### src/rtl/fi_pkg.sv
// Shared types for the multi-slot MBIST fault injector.
// Slot configuration is stored at fixed maximum widths so one struct serves every parameterisation.
package fi_pkg;

    localparam int FI_MAX_ADDR_BITS = 16;
    localparam int FI_MAX_BIT_BITS  = 8;

    typedef enum logic [2:0] {
        FT_NONE = 3'd0,
        FT_SAF  = 3'd1,
        FT_TF   = 3'd2,
        FT_AF   = 3'd3,
        FT_CF   = 3'd4
    } fault_e;

    typedef enum logic [1:0] {
        SC_CELL = 2'd0,
        SC_ROW  = 2'd1,
        SC_COL  = 2'd2
    } scope_e;

    typedef struct packed {
        fault_e                      ftype;
        scope_e                      scope;
        logic [FI_MAX_ADDR_BITS-1:0] row;
        logic [FI_MAX_ADDR_BITS-1:0] col;
        logic [FI_MAX_ADDR_BITS-1:0] aggr_row;
        logic [FI_MAX_ADDR_BITS-1:0] aggr_col;
        logic [FI_MAX_BIT_BITS-1:0]  bit_sel;
        logic                        val;
    } slot_cfg_t;

endpackage

### src/rtl/fi_slot.sv
// One fault slot: holds its configuration and dynamic state (TF shadow, AF alias, CF pending)
// and reports which output bits it wants to override on the current read.
module fi_slot
    import fi_pkg::*;
#(
    parameter int DATA_WIDTH = 8
) (
    input  logic                        clk,
    input  logic                        rst_n,
    input  logic                        global_en,
    input  logic                        wr_en,
    input  logic                        rd_en,
    input  logic [FI_MAX_ADDR_BITS-1:0] acc_row,
    input  logic [FI_MAX_ADDR_BITS-1:0] acc_col,
    input  logic [DATA_WIDTH-1:0]       data_in,
    input  logic [DATA_WIDTH-1:0]       data_out_mem,
    input  logic                        cfg_we,
    input  slot_cfg_t                   cfg_new,
    output logic                        fault_active,
    output logic [DATA_WIDTH-1:0]       ovr_mask,
    output logic [DATA_WIDTH-1:0]       ovr_data
);

    slot_cfg_t             cfg_q, cfg_d;
    logic                  tf_shadow_q, tf_shadow_d;
    logic                  tf_valid_q, tf_valid_d;
    logic [DATA_WIDTH-1:0] af_alias_q, af_alias_d;
    logic                  af_valid_q, af_valid_d;
    logic                  cf_pending_q, cf_pending_d;

    logic [DATA_WIDTH-1:0] bit_mask;
    logic                  cell_hit, scoped_hit, aggr_hit, din_bit, tf_failing;

    always_comb begin
        bit_mask   = DATA_WIDTH'(1) << cfg_q.bit_sel;
        din_bit    = |(data_in & bit_mask);
        cell_hit   = (acc_row == cfg_q.row) && (acc_col == cfg_q.col);
        aggr_hit   = (acc_row == cfg_q.aggr_row) && (acc_col == cfg_q.aggr_col);
        case (cfg_q.scope)
            SC_ROW:  scoped_hit = (acc_row == cfg_q.row);
            SC_COL:  scoped_hit = (acc_col == cfg_q.col);
            default: scoped_hit = cell_hit;
        endcase
        // A transition fault only blocks the failing edge once the cell holds a known value.
        tf_failing = tf_valid_q && (tf_shadow_q != din_bit) && (din_bit == cfg_q.val);
    end

    always_comb begin
        ovr_mask = '0;
        ovr_data = '0;
        if (global_en && rd_en) begin
            case (cfg_q.ftype)
                FT_SAF: if (scoped_hit) begin
                    ovr_mask = bit_mask;
                    ovr_data = cfg_q.val ? bit_mask : '0;
                end
                FT_TF: if (cell_hit && tf_valid_q) begin
                    ovr_mask = bit_mask;
                    ovr_data = tf_shadow_q ? bit_mask : '0;
                end
                FT_AF: if (cell_hit && af_valid_q) begin
                    ovr_mask = '1;
                    ovr_data = af_alias_q;
                end
                FT_CF: if (cell_hit && cf_pending_q) begin
                    ovr_mask = bit_mask;
                    ovr_data = ~data_out_mem & bit_mask;
                end
                default: ;
            endcase
        end
    end

    always_comb begin
        cfg_d        = cfg_q;
        tf_shadow_d  = tf_shadow_q;
        tf_valid_d   = tf_valid_q;
        af_alias_d   = af_alias_q;
        af_valid_d   = af_valid_q;
        cf_pending_d = cf_pending_q;
        if (cfg_we) begin
            cfg_d        = cfg_new;
            tf_shadow_d  = 1'b0;
            tf_valid_d   = 1'b0;
            af_alias_d   = '0;
            af_valid_d   = 1'b0;
            cf_pending_d = 1'b0;
        end else if (global_en && wr_en) begin
            case (cfg_q.ftype)
                FT_TF: if (cell_hit && !tf_failing) begin
                    tf_shadow_d = din_bit;
                    tf_valid_d  = 1'b1;
                end
                FT_AF: if (aggr_hit) begin
                    af_alias_d = data_in;
                    af_valid_d = 1'b1;
                end
                // A victim write restores the cell, so it overrides a coincident aggressor toggle.
                FT_CF: begin
                    if (cell_hit)      cf_pending_d = 1'b0;
                    else if (aggr_hit) cf_pending_d = ~cf_pending_q;
                end
                default: ;
            endcase
        end
    end

    always_ff @(posedge clk or negedge rst_n) begin
        if (!rst_n) begin
            cfg_q        <= '0;
            tf_shadow_q  <= 1'b0;
            tf_valid_q   <= 1'b0;
            af_alias_q   <= '0;
            af_valid_q   <= 1'b0;
            cf_pending_q <= 1'b0;
        end else begin
            cfg_q        <= cfg_d;
            tf_shadow_q  <= tf_shadow_d;
            tf_valid_q   <= tf_valid_d;
            af_alias_q   <= af_alias_d;
            af_valid_q   <= af_valid_d;
            cf_pending_q <= cf_pending_d;
        end
    end

    assign fault_active = (cfg_q.ftype != FT_NONE);

endmodule

### src/rtl/multi_fault_injector.sv
// MBIST read-path fault injector with NUM_FAULTS slots merged by ascending priority.
// Per-slot hit counters exist only when FI_HIT_COUNT_EN is defined; otherwise hit_cnt is 0.
module multi_fault_injector
    import fi_pkg::*;
#(
    parameter int ROW_ADDR_BITS = 4,
    parameter int COL_ADDR_BITS = 4,
    parameter int DATA_WIDTH    = 8,
    parameter int NUM_FAULTS    = 4,
    parameter int CNT_WIDTH     = 8,
    localparam int SLOT_W       = (NUM_FAULTS > 1) ? $clog2(NUM_FAULTS) : 1,
    localparam int BIT_W        = (DATA_WIDTH > 1) ? $clog2(DATA_WIDTH) : 1
) (
    input  logic                            clk,
    input  logic                            rst_n,
    input  logic                            wr_en,
    input  logic                            rd_en,
    input  logic [ROW_ADDR_BITS-1:0]        row_addr,
    input  logic [COL_ADDR_BITS-1:0]        col_addr,
    input  logic [DATA_WIDTH-1:0]           data_in,
    input  logic [DATA_WIDTH-1:0]           data_out_mem,
    output logic [DATA_WIDTH-1:0]           data_out_faulted,
    input  logic                            global_en,
    input  logic                            cfg_we,
    input  logic [SLOT_W-1:0]               cfg_slot,
    input  logic [2:0]                      cfg_type,
    input  logic [1:0]                      cfg_scope,
    input  logic [ROW_ADDR_BITS-1:0]        cfg_row,
    input  logic [COL_ADDR_BITS-1:0]        cfg_col,
    input  logic [ROW_ADDR_BITS-1:0]        cfg_aggr_row,
    input  logic [COL_ADDR_BITS-1:0]        cfg_aggr_col,
    input  logic [BIT_W-1:0]                cfg_bit,
    input  logic                            cfg_val,
    output logic [NUM_FAULTS-1:0]           fault_active,
    output logic [NUM_FAULTS*CNT_WIDTH-1:0] hit_cnt
);

    logic [FI_MAX_ADDR_BITS-1:0] acc_row, acc_col;
    slot_cfg_t                   cfg_new;
    logic [NUM_FAULTS-1:0]       slot_we;
    logic [DATA_WIDTH-1:0]       slot_mask [NUM_FAULTS];
    logic [DATA_WIDTH-1:0]       slot_data [NUM_FAULTS];
    logic [DATA_WIDTH-1:0]       chain     [NUM_FAULTS+1];

    // Out-of-range type codes are stored as NONE so fault_active never reports a do-nothing slot.
    always_comb begin
        acc_row                           = '0;
        acc_col                           = '0;
        acc_row[ROW_ADDR_BITS-1:0]        = row_addr;
        acc_col[COL_ADDR_BITS-1:0]        = col_addr;
        cfg_new                           = '0;
        cfg_new.ftype                     = (cfg_type <= 3'd4) ? fault_e'(cfg_type) : FT_NONE;
        cfg_new.scope                     = scope_e'(cfg_scope);
        cfg_new.row[ROW_ADDR_BITS-1:0]    = cfg_row;
        cfg_new.col[COL_ADDR_BITS-1:0]    = cfg_col;
        cfg_new.aggr_row[ROW_ADDR_BITS-1:0] = cfg_aggr_row;
        cfg_new.aggr_col[COL_ADDR_BITS-1:0] = cfg_aggr_col;
        cfg_new.bit_sel[BIT_W-1:0]        = cfg_bit;
        cfg_new.val                       = cfg_val;
    end

    for (genvar i = 0; i < NUM_FAULTS; i++) begin : g_slot
        assign slot_we[i] = cfg_we && (cfg_slot == SLOT_W'(i));

        fi_slot #(
            .DATA_WIDTH(DATA_WIDTH)
        ) u_slot (
            .clk         (clk),
            .rst_n       (rst_n),
            .global_en   (global_en),
            .wr_en       (wr_en),
            .rd_en       (rd_en),
            .acc_row     (acc_row),
            .acc_col     (acc_col),
            .data_in     (data_in),
            .data_out_mem(data_out_mem),
            .cfg_we      (slot_we[i]),
            .cfg_new     (cfg_new),
            .fault_active(fault_active[i]),
            .ovr_mask    (slot_mask[i]),
            .ovr_data    (slot_data[i])
        );
    end

    // chain[i] is the word entering slot i, so later slots overwrite earlier ones on shared bits.
    always_comb begin
        chain[0] = data_out_mem;
        for (int i = 0; i < NUM_FAULTS; i++) begin
            chain[i+1] = (chain[i] & ~slot_mask[i]) | (slot_data[i] & slot_mask[i]);
        end
        data_out_faulted = chain[NUM_FAULTS];
    end

`ifdef FI_HIT_COUNT_EN
    for (genvar i = 0; i < NUM_FAULTS; i++) begin : g_cnt
        logic [CNT_WIDTH-1:0] cnt_q, cnt_d;
        logic                 altered;

        always_comb begin
            altered = |((chain[i] ^ slot_data[i]) & slot_mask[i]);
            cnt_d   = cnt_q;
            if (slot_we[i])                  cnt_d = '0;
            else if (altered && cnt_q != '1) cnt_d = cnt_q + CNT_WIDTH'(1);
        end

        always_ff @(posedge clk or negedge rst_n) begin
            if (!rst_n) cnt_q <= '0;
            else        cnt_q <= cnt_d;
        end

        assign hit_cnt[i*CNT_WIDTH +: CNT_WIDTH] = cnt_q;
    end
`else
    assign hit_cnt = '0;
`endif

endmodule

### config.mk
export PLATFORM = sky130hd
export DESIGN_NAME = multi_fault_injector
export DESIGN_NICKNAME = d
export VERILOG_FILES = /design/src/rtl/fi_pkg.sv /design/src/rtl/fi_slot.sv /design/src/rtl/multi_fault_injector.sv
export SDC_FILE = /design/constraint.sdc
export NUM_CORES = 1
export LEC_CHECK = 0
export BUFFER_PORTS_ARGS = -buffer_cell sky130_fd_sc_hd__buf_4
export CAP_MARGIN = 30
export CORE_ASPECT_RATIO = 1.2
export CORE_MARGIN = 3
export CORE_UTILIZATION = 55
export CTS_CLUSTER_DIAMETER = 50
export CTS_CLUSTER_SIZE = 24
export DETAILED_ROUTE_END_ITERATION = 8
export PLACE_DENSITY = 0.83
export SETUP_SLACK_MARGIN = 0.3
export SLEW_MARGIN = 15
export SYNTH_ARGS = -nofsm -noshare
export SYNTH_HDL_FRONTEND = slang
export SYNTH_SLANG_ARGS = --single-unit
export TNS_END_PERCENT = 1
### constraint.sdc
create_clock -name clk -period 10.6 [get_ports clk]
set_input_delay 2.65 -clock clk [delete_from_list [all_inputs] [get_ports clk]]
set_output_delay 2.65 -clock clk [all_outputs]
set_load 0.01 [all_outputs]
==> results.toml <==
[sta]
drv_slew = 0
tightest_slew_ns = 0.856
whs_ns = 0.495
min_period_ns = 8.05
setup_viol = 0
max_freq_mhz = 124
finalSetupTns_ns = 0
finalCritPeriodShare = 0.760
final-hold-violation-count = 0
slew_headroom = 0.429
grt_setup_unrepaired = "false"
clock_skew_ns = 0.00900

[hold_path]
hold_end = "g_slot[3].u_slot.cfg_q[44]"
whs_path_depth = 2
hold_path_startpoint = "g_slot[3].u_slot.cfg_q[44]"
hold_path.class = "reg2reg"

[clock_network]
path_clk_slew_ns = 0.06
post-cts-setup-buffers = 0
cts_sinks = 148
cts-htree-levels = 4
cts_hold_buf = 0
insertion_delay_ns = 0.42
cts_tree = "done"
ctsResizeCount = 0
cts_buffer_depth = 2
numCtsBuffers = 17
clock-root-buffer = "clkbuf_16"

[die]
die_w_um = 126
start_util = 0.563
die_y_um = 150
core_region_area_sq_mm = 0.0170
rows = 52
ios = 101
die_area_sq_mm = 0.0190

[grt]
grt_max_degree = 88
grt_pass1_vias = 8048
overflow = 0
grt_pass1_wl_um = 43100
track_usage = 0.292
antenna_found_initial = 0

[layout]
area.sequential_sq_mm = 0.00370
antenna_cells = 0
final_nets = 1232
drive_above_1_share = 0.118
nFillCells = 1486
area_delta_synth_final_pct = 9.16
multiInputGateArea_sq_mm = 0.00526

[place]
place_congestion = 0.980
io_buffers = 68
dp_hpwl_um = 19800

[yosys]
seq_area_frac_synth = 0.387
synth_edf_count = 0
synthCells = 1152
ys.warnings.count = 0
yosys-top-cells-area = "dfrtp_1, nand2_1, mux2i_1, xnor2_1, buf_4"
syn_area_sq_mm = 0.00956
synth_top_area_cell = "dfrtp_1"
ys_ff_latch = 148
ys.flop_type = "dfrtp_1"
synth_area_per_cell_sq_um = 8.30
synth_common_cells = "nand2_1, dfrtp_1, nor2_1, o21ai_0, clkbuf_1"
synth_top_area_frac = 0.387
synth.most_common_cell = "nand2_1"
ys_types = 80
async_flop_share = 1.00

[setup_path]
slowest_stage = "nor4_4"
arrival_ns = 5.40
slowest_delay_ns = 0.77
rrSetupSlack_ns = 8.18
crit_chain = "buf_4, xnor2_1, nand4_1, nor4_4, o21ai_0, a2111oi_0, o21a_1, o32a_1, mux2i_1, buf_4"
reg2reg_from = "g_slot[1].u_slot.cfg_q[42]"
critPathLaunchType = "input port"
cp_top_family = "simple AND/OR/NAND/NOR gates"
crit_path_end_kind = "primary output"
regToRegEndpoint = "g_slot[1].u_slot.tf_shadow_q"
worstPathRequired_ns = 7.95
cp_common_cell = "buf_4"
crit_type = "in2out"
worstPathBufferInverterCount = 2
ff2ff_path_depth = 7
critPathMaxFanout = 16

[run_status]
status = "complete, no violations"

[flow_run]
maxCapViolCount = 0

[drt]
firstDrtPassIters = 5
wl_per_cell_um = 19.7
viasPerCell = 6.10
first_iter_violations = 860
vias = 8507
drc = 0
ant_nets = 0
wl_um = 27500

[power]
ir_drop_uv = 122
leakagePower_nw = 4.83
power_density_mw_per_mm2 = 150
cell families (layout without fill, tap and decap cells):
kind of cell | after synthesis | in the layout | share of synthesized area
compound gates | 222 | 222 | 0.163
other cells | 1 | 32 | 0.000392
mux | 41 | 41 | 0.0445
flops | 148 | 148 | 0.387
fa+ha+maj | 8 | 8 | 0.0105
xor+xnor | 64 | 64 | 0.0586
simple gates | 540 | 540 | 0.260
buf+inv | 128 | 124 | 0.0758
state kept, by name, summed over array words and instances (netlist names):
name and flops:
g_slot.u_slot.cfg_q 100, g_slot.u_slot.af_alias_q 32, g_slot.u_slot.af_valid_q 4, g_slot.u_slot.cf_pending_q 4, g_slot.u_slot.tf_shadow_q 4, g_slot.u_slot.tf_valid_q 4
placed cells by master (no fill, tap or decap), types with 24 or more instances in the layout:
| cell type | count |
|---|---|
| nand2_1 | 312 |
| dfrtp_1 | 148 |
| nor2_1 | 83 |
| buf_4 | 72 |
| o21ai_0 | 60 |
| xnor2_1 | 40 |
| mux2i_1 | 38 |
| conb_1 | 32 |
| a21oi_1 | 30 |
| nand3_1 | 29 |
| xor2_1 | 24 |
metrics by stage:
| step | setup slack, ns | power (mW) | utilization | std cells | instance area (sq um) |
|---|---|---|---|---|---|
| after floorplan | 3.39 | 0.908 | - | 1183 | 9680 |
| after global placement | 2.66 | 0.988 | 0.580 | 1361 | 9850 |
| after detailed placement | 2.60 | 1.00 | 0.582 | 1364 | 9890 |
| after CTS | 2.56 | 1.57 | 0.615 | 1395 | 10400 |
| after global routing | 2.40 | 1.64 | 0.615 | 1395 | 10400 |
| final | 2.55 | 1.57 | 0.615 | 1395 | 10400 |
report_power, final:
group / internal (mW) / switching (mW) / leakage (nW)
Sequential: 0.624 / 0.0690 / 1.93
Clock: 0.328 / 0.245 / 0.262
Combinational: 0.123 / 0.181 / 2.64
worst register-to-register path, stage by stage, from the launching register on:
cell      delay [ns]
dfrtp_1         0.38
xor2_1          0.16
nor4_2          0.60
and2_1          0.52
and3_1          0.28
nand2b_1        0.07
a22o_1          0.20
a21oi_1         0.14
layer usage:
metal,share of wire,track usage,vias up,routed length [um]
met4,0.052,0.157,0,1420
li1,-,-,3931,-
met5,0,0,-,0
met3,0.068,0.0355,88,1870
met1,0.39,0.372,4091,10800
met2,0.49,0.486,397,13500
cell type report:
class                   instances  share of cell area
repair buffers                 76              0.0568
flip-flops and latches        148               0.355
clock buffers                  19              0.0424
multi-input cells             907               0.504
inverters                      17             0.00611
well taps                     216              0.0259
clock inverters                12              0.0102
worst max path at each step:
stage,depth (start not counted),end,start,slack (ns)
2_1_floorplan,9,data_out_faulted[6],row_addr[0],3.39
3_3_place_gp,10,data_out_faulted[6],col_addr[3],2.66
3_5_place_dp,10,data_out_faulted[6],col_addr[1],2.60
4_1_cts,10,data_out_faulted[6],col_addr[2],2.56
5_1_grt,10,data_out_faulted[6],col_addr[2],2.40
6_report,10,data_out_faulted[6],col_addr[2],2.55
(Power assumes the default switching activity.)
